File: src/rtl/enemy_squadron_pkg.sv
// Shared types and screen geometry for the enemy squadron controller.
// Coordinates are widened to 11 bits for all compare/add work so nothing wraps.
package enemy_squadron_pkg;

  typedef enum logic [1:0] {
    SLOT_IDLE   = 2'd0,
    SLOT_ACTIVE = 2'd1,
    SLOT_DYING  = 2'd2
  } slot_state_t;

  localparam int X_W = 10;
  localparam int Y_W = 9;
  localparam int C_W = 11;

  localparam int SCREEN_X_MIN = 0;
  localparam int SCREEN_X_MAX = 624;
  localparam int SCREEN_Y_INIT = 50;
  localparam int SCREEN_Y_LIMIT = 420;

  typedef logic [C_W-1:0] coord_t;

  function automatic coord_t clamp_c(input coord_t v, input coord_t lo, input coord_t hi);
    coord_t r;
    r = v;
    if (v < lo) r = lo;
    if (v > hi) r = hi;
    return r;
  endfunction

endpackage

File: src/rtl/enemy_squadron_slot.sv
// One enemy: lifecycle FSM plus x/y registers and kill/escape pulses.
//   state       | meaning
//   SLOT_IDLE   | free, allocatable, coordinates hold last value
//   SLOT_ACTIVE | on screen, moves on move_tick, can be hit
//   SLOT_DYING  | one-cycle cool-down after kill/escape, not allocatable
module enemy_squadron_slot
  import enemy_squadron_pkg::*;
#(
  parameter int Y_INIT   = SCREEN_Y_INIT,
  parameter int Y_LIMIT  = SCREEN_Y_LIMIT,
  parameter int STEP_X   = 15,
  parameter int STEP_Y   = 10,
  parameter int DEADZONE = 8,
  parameter int X_MIN    = SCREEN_X_MIN,
  parameter int X_MAX    = SCREEN_X_MAX
) (
  input  logic           clk,
  input  logic           reset,
  input  logic           spawn_go,
  input  logic [X_W-1:0] spawn_x,
  input  logic           move_tick,
  input  logic           hit,
  input  logic [X_W-1:0] player_x,
  output logic [X_W-1:0] x,
  output logic [Y_W-1:0] y,
  output logic           on_screen,
  output logic           kill_pulse,
  output logic           escape_pulse,
  output logic           idle
);

  slot_state_t state, state_nxt;
  logic [X_W-1:0] x_nxt;
  logic [Y_W-1:0] y_nxt;
  logic on_nxt, kill_nxt, esc_nxt;

  coord_t x_c, px_c, y_sum, x_left, x_right, x_track;
  logic escape;

  assign x_c    = coord_t'(x);
  assign px_c   = coord_t'(player_x);
  assign y_sum  = coord_t'(y) + coord_t'(STEP_Y);
  assign escape = (y_sum >= coord_t'(Y_LIMIT));
  assign x_left  = (x_c >= coord_t'(X_MIN + STEP_X)) ? x_c - coord_t'(STEP_X) : coord_t'(X_MIN);
  assign x_right = (x_c + coord_t'(STEP_X) > coord_t'(X_MAX)) ? coord_t'(X_MAX)
                                                                : x_c + coord_t'(STEP_X);

  // Dead zone: only steer when the player is more than DEADZONE columns away.
  always_comb begin
    x_track = x_c;
    if (px_c + coord_t'(DEADZONE) < x_c) x_track = x_left;
    else if (px_c > x_c + coord_t'(DEADZONE)) x_track = x_right;
  end

  assign idle = (state == SLOT_IDLE);

  always_ff @(posedge clk or negedge reset) begin
    if (!reset) begin
      state        <= SLOT_IDLE;
      x            <= '0;
      y            <= '0;
      on_screen    <= 1'b0;
      kill_pulse   <= 1'b0;
      escape_pulse <= 1'b0;
    end else begin
      state        <= state_nxt;
      x            <= x_nxt;
      y            <= y_nxt;
      on_screen    <= on_nxt;
      kill_pulse   <= kill_nxt;
      escape_pulse <= esc_nxt;
    end
  end

  always_comb begin
    state_nxt = state;
    case (state)
      SLOT_IDLE:   if (spawn_go) state_nxt = SLOT_ACTIVE;
      SLOT_ACTIVE: if (hit || (move_tick && escape)) state_nxt = SLOT_DYING;
      SLOT_DYING:  state_nxt = SLOT_IDLE;
      default:     state_nxt = SLOT_IDLE;
    endcase
  end

  // Hit takes precedence over movement, so a hit slot freezes where it is.
  always_comb begin
    x_nxt    = x;
    y_nxt    = y;
    on_nxt   = 1'b0;
    kill_nxt = 1'b0;
    esc_nxt  = 1'b0;
    case (state)
      SLOT_IDLE: begin
        if (spawn_go) begin
          x_nxt  = spawn_x;
          y_nxt  = Y_W'(Y_INIT);
          on_nxt = 1'b1;
        end
      end
      SLOT_ACTIVE: begin
        if (hit) begin
          kill_nxt = 1'b1;
        end else if (move_tick) begin
          x_nxt = X_W'(x_track);
          if (escape) begin
            y_nxt   = Y_W'(Y_LIMIT);
            esc_nxt = 1'b1;
          end else begin
            y_nxt  = Y_W'(y_sum);
            on_nxt = 1'b1;
          end
        end else begin
          on_nxt = 1'b1;
        end
      end
      default: ;
    endcase
  end

endmodule

File: src/rtl/enemy_squadron.sv
// Multi-slot enemy controller: lowest-free-slot spawn allocation, hit decode,
// spawn ack/drop reporting, and N_SLOTS enemy_squadron_slot instances.
module enemy_squadron
  import enemy_squadron_pkg::*;
#(
  parameter int N_SLOTS  = 4,
  parameter int Y_INIT   = SCREEN_Y_INIT,
  parameter int Y_LIMIT  = SCREEN_Y_LIMIT,
  parameter int STEP_X   = 15,
  parameter int STEP_Y   = 10,
  parameter int DEADZONE = 8,
  parameter int X_MIN    = SCREEN_X_MIN,
  parameter int X_MAX    = SCREEN_X_MAX
) (
  input  logic                   clk,
  input  logic                   reset,
  input  logic                   move_tick,
  input  logic                   spawn_req,
  input  logic [X_W-1:0]         spawn_x,
  input  logic [X_W-1:0]         player_x,
  input  logic                   hit_valid,
  input  logic [2:0]             hit_idx,
  output logic [X_W*N_SLOTS-1:0] enemy_x,
  output logic [Y_W*N_SLOTS-1:0] enemy_y,
  output logic [N_SLOTS-1:0]     on_screen,
  output logic                   spawn_ack,
  output logic                   spawn_drop,
  output logic [N_SLOTS-1:0]     kill_pulse,
  output logic [N_SLOTS-1:0]     escape_pulse
);

  localparam int IDX_W = (N_SLOTS > 1) ? $clog2(N_SLOTS) : 1;

  logic [N_SLOTS-1:0] slot_idle, slot_go, slot_hit;
  logic               free_found;
  logic [X_W-1:0]     spawn_x_cl;
  logic [IDX_W-1:0]   hit_idx_lo;
  logic               hit_idx_unused;

  assign hit_idx_lo     = hit_idx[IDX_W-1:0];
  assign hit_idx_unused = ^hit_idx;
  assign spawn_x_cl = X_W'(clamp_c(coord_t'(spawn_x), coord_t'(X_MIN), coord_t'(X_MAX)));

  // Only slots already IDLE this cycle are candidates; DYING slots wait a cycle.
  always_comb begin
    slot_go    = '0;
    free_found = 1'b0;
    for (int i = 0; i < N_SLOTS; i++) begin
      if (slot_idle[i] && !free_found) begin
        slot_go[i] = spawn_req;
        free_found = 1'b1;
      end
    end
  end

  always_comb begin
    slot_hit = '0;
    for (int i = 0; i < N_SLOTS; i++) begin
      slot_hit[i] = hit_valid && (int'(hit_idx_lo) == i);
    end
  end

  always_ff @(posedge clk or negedge reset) begin
    if (!reset) begin
      spawn_ack  <= 1'b0;
      spawn_drop <= 1'b0;
    end else begin
      spawn_ack  <= spawn_req && free_found;
      spawn_drop <= spawn_req && !free_found;
    end
  end

  for (genvar g = 0; g < N_SLOTS; g++) begin : g_slot
    enemy_squadron_slot #(
      .Y_INIT   (Y_INIT),
      .Y_LIMIT  (Y_LIMIT),
      .STEP_X   (STEP_X),
      .STEP_Y   (STEP_Y),
      .DEADZONE (DEADZONE),
      .X_MIN    (X_MIN),
      .X_MAX    (X_MAX)
    ) u_slot (
      .clk          (clk),
      .reset        (reset),
      .spawn_go     (slot_go[g]),
      .spawn_x      (spawn_x_cl),
      .move_tick    (move_tick),
      .hit          (slot_hit[g]),
      .player_x     (player_x),
      .x            (enemy_x[X_W*g +: X_W]),
      .y            (enemy_y[Y_W*g +: Y_W]),
      .on_screen    (on_screen[g]),
      .kill_pulse   (kill_pulse[g]),
      .escape_pulse (escape_pulse[g]),
      .idle         (slot_idle[g])
    );
  end

endmodule
File: config.mk
export PLATFORM = sky130hd
export DESIGN_NAME = enemy_squadron
export DESIGN_NICKNAME = d
export VERILOG_FILES = /design/src/rtl/enemy_squadron_pkg.sv /design/src/rtl/enemy_squadron_slot.sv /design/src/rtl/enemy_squadron.sv
export SDC_FILE = /design/constraint.sdc
export NUM_CORES = 1
export LEC_CHECK = 0
export CORE_MARGIN = 4
export CORE_UTILIZATION = 63
export CTS_BUF_LIST = sky130_fd_sc_hd__clkbuf_8
export CTS_CLUSTER_SIZE = 30
export DETAILED_ROUTE_END_ITERATION = 10
export HOLD_SLACK_MARGIN = 0.06
export PLACE_DENSITY = 0.89
export SYNTH_ARGS = -nofsm -noshare
export SYNTH_HDL_FRONTEND = slang
export SYNTH_SLANG_ARGS = --single-unit
File: constraint.sdc
create_clock -name clk -period 5 [get_ports clk]
set_clock_uncertainty 0.15 [all_clocks]
set_input_delay 1 -clock clk [delete_from_list [all_inputs] [get_ports clk]]
set_output_delay 1 -clock clk [all_outputs]
set_load 0.01 [all_outputs]
# Yosys cells after proc, flatten, opt, wreduce, memory -nomap -nowiden
# Cells that the tools add are included.
[word_totals]
register_bits = 98
inputBits = 28
output_inout_bits = 90
[op_classes]
n_addsub = 17
order_cmp = 21
eq_ne = 27
muxes = 117
reduce_logical = 42
[op_table]
columns = ["operator", "count"]
rows = [
  ["$mux 10", 29],
  ["$mux 9", 16],
  ["$add 10x4->11 const B", 9],
  ["$pmux 10 s2", 4],
  ["$pmux 9 s2", 4],
  ["$mux 1", 48],
  ["$ge 11x9->1 const B", 4],
  ["$gt 10x11->1", 4],
  ["$gt 11x10->1 const B", 4],
  ["$lt 11x10->1", 4],
  ["$add 9x4->10 const B", 4],
  ["$ge 10x4->1 const B", 4],
  ["$sub 10x4->10 const B", 4],
  ["$reduce_and 5->1", 4],
  ["$mux 2", 8],
  ["$ne 2x1->1 const B", 8],
  ["$ne 2x2->1 const B", 8],
  ["$pmux 2 s2", 4],
  ["$reduce_and 4->1", 4],
  ["$logic_and 1x1->1", 13],
  ["$ne 3x1->1 const B", 4],
  ["$eq 2x1->1 const B", 5],
  ["$gt 10x10->1 const B", 1],
  ["$logic_not 2->1", 5],
  ["other kinds (6)", 22],
]

# Longest topological paths before layout
[depth]
word_depth = 13
depth_mapped = 15
mapped_depth_nobuf = 13

# Modules after synthesis
# A second synthesis with hierarchy kept.
[unflattened]
cells_unflattened = 1230
area_unflattened_um2 = 10169.8
[modules_own_cells]
columns = ["module", "instances", "cells_each", "area_per_inst_um2"]
rows = [
  ["enemy_squadron_slot (g_slot[0].u_slot ...)", 2, 299, 2472.4],
  ["enemy_squadron_slot (g_slot[2].u_slot)", 1, 300, 2509.9],
  ["enemy_squadron_slot (g_slot[3].u_slot)", 1, 305, 2491.1],
  ["enemy_squadron", 1, 27, 224.0],
]

# Worst setup path after synthesis
# OpenSTA, ideal clock, no wires.
[synth_timing]
kind = "in2reg"
from = "input port player_x[3]"
to = "register g_slot[0].u_slot.x[1]"
setup_time_ns = 0.077
arrival_time_ns = 3.653
setup_slack_ns = 1.120
path_stages = 13
cell_sequence = "ha_1 > and3_1 > xor2_1 > ha_1 > a21oi_1 > o21ai_1 > a2111oi_0 > a21o_1 > clkbuf_1 > o31a_1 > clkbuf_1 > o211ai_1 > o21ai_1"
[synth_between]
elab_chain_cells = 6
elab_cells_between_ends = 9
cone_classes = "1 x add/sub; 2 x order compare; 1 x eq/ne; 4 x mux; 1 x reduce/logical"
[synth_lines]
columns = ["item", "line", "text"]
rows = [
  ["start, declared", "enemy_squadron.sv:20", "input logic [X_W-1:0] player_x,"],
  ["$add 10x4->11", "enemy_squadron_slot.sv:51", "if (px_c + coord_t'(DEADZONE) < x_c) x_track = x_left;"],
  ["$lt 11x10->1", "enemy_squadron_slot.sv:51", ""],
  ["$mux 10", "enemy_squadron_slot.sv:51", ""],
  ["$mux 10", "enemy_squadron_slot.sv:103", "end else if (move_tick) begin"],
  ["$mux 10", "enemy_squadron_slot.sv:101", "if (hit) begin"],
  ["$pmux 10 s2", "enemy_squadron_slot.sv:92", "case (state)"],
  ["end signal, assigned", "enemy_squadron_slot.sv:67", "x <= x_nxt;"],
  ["end, declared", "enemy_squadron_slot.sv:24", "output logic [X_W-1:0] x,"],
]
# Parallel ways exist; a longest one is shown, timed or not. The select of a mux whose other input is x is not followed.
# A chain may end at the register's enable or synchronous reset.

# Final worst setup path
[layout_timing]
from = "input port player_x[3]"
to = "register g_slot[3].u_slot.x[4]"
[layout_between]
elab_chain_cells = 6
elab_cells_between_ends = 9
cone_classes = "1 x add/sub; 2 x order compare; 1 x eq/ne; 4 x mux; 1 x reduce/logical"
[layout_lines]
columns = ["item", "line"]
rows = [
  ["$add 10x4->11", "enemy_squadron_slot.sv:51"],
  ["$lt 11x10->1", "enemy_squadron_slot.sv:51"],
  ["$mux 10", "enemy_squadron_slot.sv:51"],
  ["$mux 10", "enemy_squadron_slot.sv:103"],
  ["$mux 10", "enemy_squadron_slot.sv:101"],
  ["$pmux 10 s2", "enemy_squadron_slot.sv:92"],
  ["end signal, assigned", "enemy_squadron_slot.sv:67"],
  ["end, declared", "enemy_squadron_slot.sv:24"],
]
# Parallel ways exist; a longest one is shown, timed or not. The select of a mux whose other input is x is not followed.

==> metrics <==
fraction of registers with async set/reset=100%; Worst EP arrival=4.48 ns; Post-Syn Instances=1209; Clock Tree Buf Depth=2; power per standard cell area=668 nW/um2; Reg-to-Reg End=g_slot[2].u_slot.x[9]; sequential cell area fraction in the yosys report=24.6%; routability congestion estimate=0.981; # setup viols final=0; cell mode on critical path=ha_1; Multi-input gate area=6630 um2; Worst setup EP type=flop; Num CTS Buffers=9; Pre-antenna DRT Iters=5; syn avg cell area=7.91 um2; Synth area leaders=dfrtp_1 (25%), ha_1 (13%), a21oi_1 (4.7%), xnor2_1 (4.5%), nand2_1 (3.9%); Via-to-Cell Ratio=6.82; TritonCTS clock tree=done; max-slew violations=0; reg-to-reg startpoint=g_slot[2].u_slot.x[4]; Primary FF master, synth=dfrtp_1; Yosys reg bits=94; Min Clock Period, post-route=4.31 ns; most numerous cell in the Yosys netlist=nand2_1; root buf cell=clkbuf_8; CP Class=in -> reg; clk_lat worst skew=0.40 ns; initial drt markers=893; register area=2350 um2; chip width=131 um; H-tree depth=3; Cell Chain, Critical Path=clkdlybuf4s50_1, ha_1, xor2_1, ha_1, a211oi_1, a21o_1, a31oi_1, or2_1, nand3_1, nand2_1, a31o_2, a32oi_1; initial antenna violation count=0; Hold Path Cell Cnt=1; DR WL/cell=19.2 um; flop-to-flop setup slack=1.08 ns; setup repair bufs after CTS=0; Die Ht=131 um; placed inst area=10700 um2; Tcrit/Tclk final=86.1%; layout cells sized above 1=5.37%; worst-margin pin slew=1.04 ns; Syn Std Cell Area=9560 um2; largest net degree at the start of global routing=67; Hold Crit Class=reg -> reg; layout net count=1404; share of Yosys cell area claimed by the top area cell type=24.6%; clock-pin slew on the worst setup and hold paths=0.11 ns; Pwr Total=7300 uW; Total GRT Usage=31.9%; CP required=5.18 ns; Starting Density=65.0%; FP Rows=44; WHS Endpoint=g_slot[0].u_slot.state[0]; VDD IR max=0.426 mV; clk sinks=94; Yosys top cell by area=dfrtp_1; Worst Setup Start Kind=primary input; via count=10006; Buf/Inv on CP=1; status=completed; ant diodes=0; number of global-route vias before repair=9437; max_cap viols=0; I/O pin total=118; post-detailed-route count of antenna-violating nets=0; total leakage power=0.00460 uW; Yosys warning total=0; Post-route DRC=0; Worst R2R Path Depth=10; # hold bufs at CTS=0; fmax=0.232 GHz; Worst path slowest cell=clkdlybuf4s50_1; final wirelength=28.2 mm; hpwl dp=21.1 mm; GRT overflow=0; area growth from synthesis to layout=14.3%; first-pass GRT wire length=46.4 mm; Distinct cells, synth=81; setup TNS=0 ns; Fin. Hold Viols=0; critical path fanouts, max=14; relative slew slack=30.3%; IO Port Bufs=112; Top delay family on crit path=compound AO/OA/AOI/OAI gates; delay of the slowest critical-path stage=0.63 ns; RSZ-0062 raised after global routing=no; area of the core=14700 um2; number of gates resized after cts=0; hold path startpoint=g_slot[0].u_slot.state[1]; die area=17200 um2; Filler cells=1151; post-route cell area=10900 um2; Post-synth top cells=nand2_1 (99), ha_1 (97), dfrtp_1 (94), a21oi_1 (89), nor2_1 (87); Post-synth EDFFs=0
## final cells by class
cell class	instances	area share, %
Tap cell	184	2.11
Clock buffer	9	1.13
Clock inverter	7	0.802
Timing Repair Buffer	135	11.8
Sequential cell	94	21.5
Inverter	57	1.96
Multi-Input combinational cell	982	60.7
## layout by cell type, fill, tap and decap left out, types with 16 or more instances in the layout
cell	synthesis	layout
buf_4	16	24
ha_1	97	97
nor3_1	49	49
and3_1	22	22
a21o_1	19	19
o211ai_1	17	17
clkdlybuf4s50_1	0	111
nand3_1	52	52
a31oi_1	27	27
inv_1	50	50
o21ai_1	26	26
o21ai_0	53	53
a211oi_1	20	20
dfrtp_1	94	94
nand2_1	99	99
xnor2_1	49	49
nand4_1	18	18
o21a_1	16	16
nor2_1	87	87
a21oi_1	89	89
## state kept, by name, summed over array words and instances, names as in the netlist
register	cells
g_slot.u_slot.on_screen	4
g_slot.u_slot.x	40
g_slot.u_slot.escape_pulse	4
spawn_drop	1
g_slot.u_slot.y	32
g_slot.u_slot.state	8
g_slot.u_slot.kill_pulse	4
spawn_ack	1
## metal layers
| layer | vias to the layer above | wire length [um] | global-route usage [%] |
|---|---|---|---|
| met5 | - | 0 | 0 |
| met3 | 81 | 2590 | 4.24 |
| li1 | 4661 | - | - |
| met2 | 546 | 13100 | 51.0 |
| met4 | 0 | 1030 | 16.9 |
| met1 | 4718 | 11500 | 42.4 |
## power breakdown
part | total [uW] | internal, uW | switching, uW
Sequential | 1740 | 1050 | 692
Clock | 566 | 243 | 323
Combinational | 4990 | 2210 | 2780
## cell families after synthesis
group | synth area share (%)
AOI/OAI and AO/OA | 28.2
xor gates and xnor gates | 4.86
adders and majority gates | 12.7
buffers and inverters | 6.23
DFF | 24.6
muxes | 1.52
other | 0.0392
and+or+nand+nor | 21.9
## worst max path at each step
stage / from / depth (start not counted) / endpoint / slack, ns
detailed placement: player_x[3] / 12 / g_slot[3].u_slot.x[4] / 0.34
CTS: player_x[3] / 12 / g_slot[3].u_slot.x[4] / 0.77
global route: player_x[4] / 12 / g_slot[3].u_slot.x[4] / 0.44
global placement: player_x[4] / 12 / g_slot[3].u_slot.x[4] / 0.44
floorplan: player_x[3] / 13 / g_slot[0].u_slot.x[1] / 1.12
finish: player_x[3] / 12 / g_slot[3].u_slot.x[4] / 0.69
## stage by stage
stage          cells  hold WS [ns]  utilization (%)  worst slack [ns]
2_1_floorplan   1212         0.369                -              1.12
3_3_place_gp    1452         0.374             72.9             0.440
3_5_place_dp    1452         0.380             72.9             0.339
4_1_cts         1468         0.391             74.3             0.765
5_1_grt         1468         0.416             74.3             0.440
6_report        1468         0.402             74.3             0.694
(Power assumes the default switching activity.)
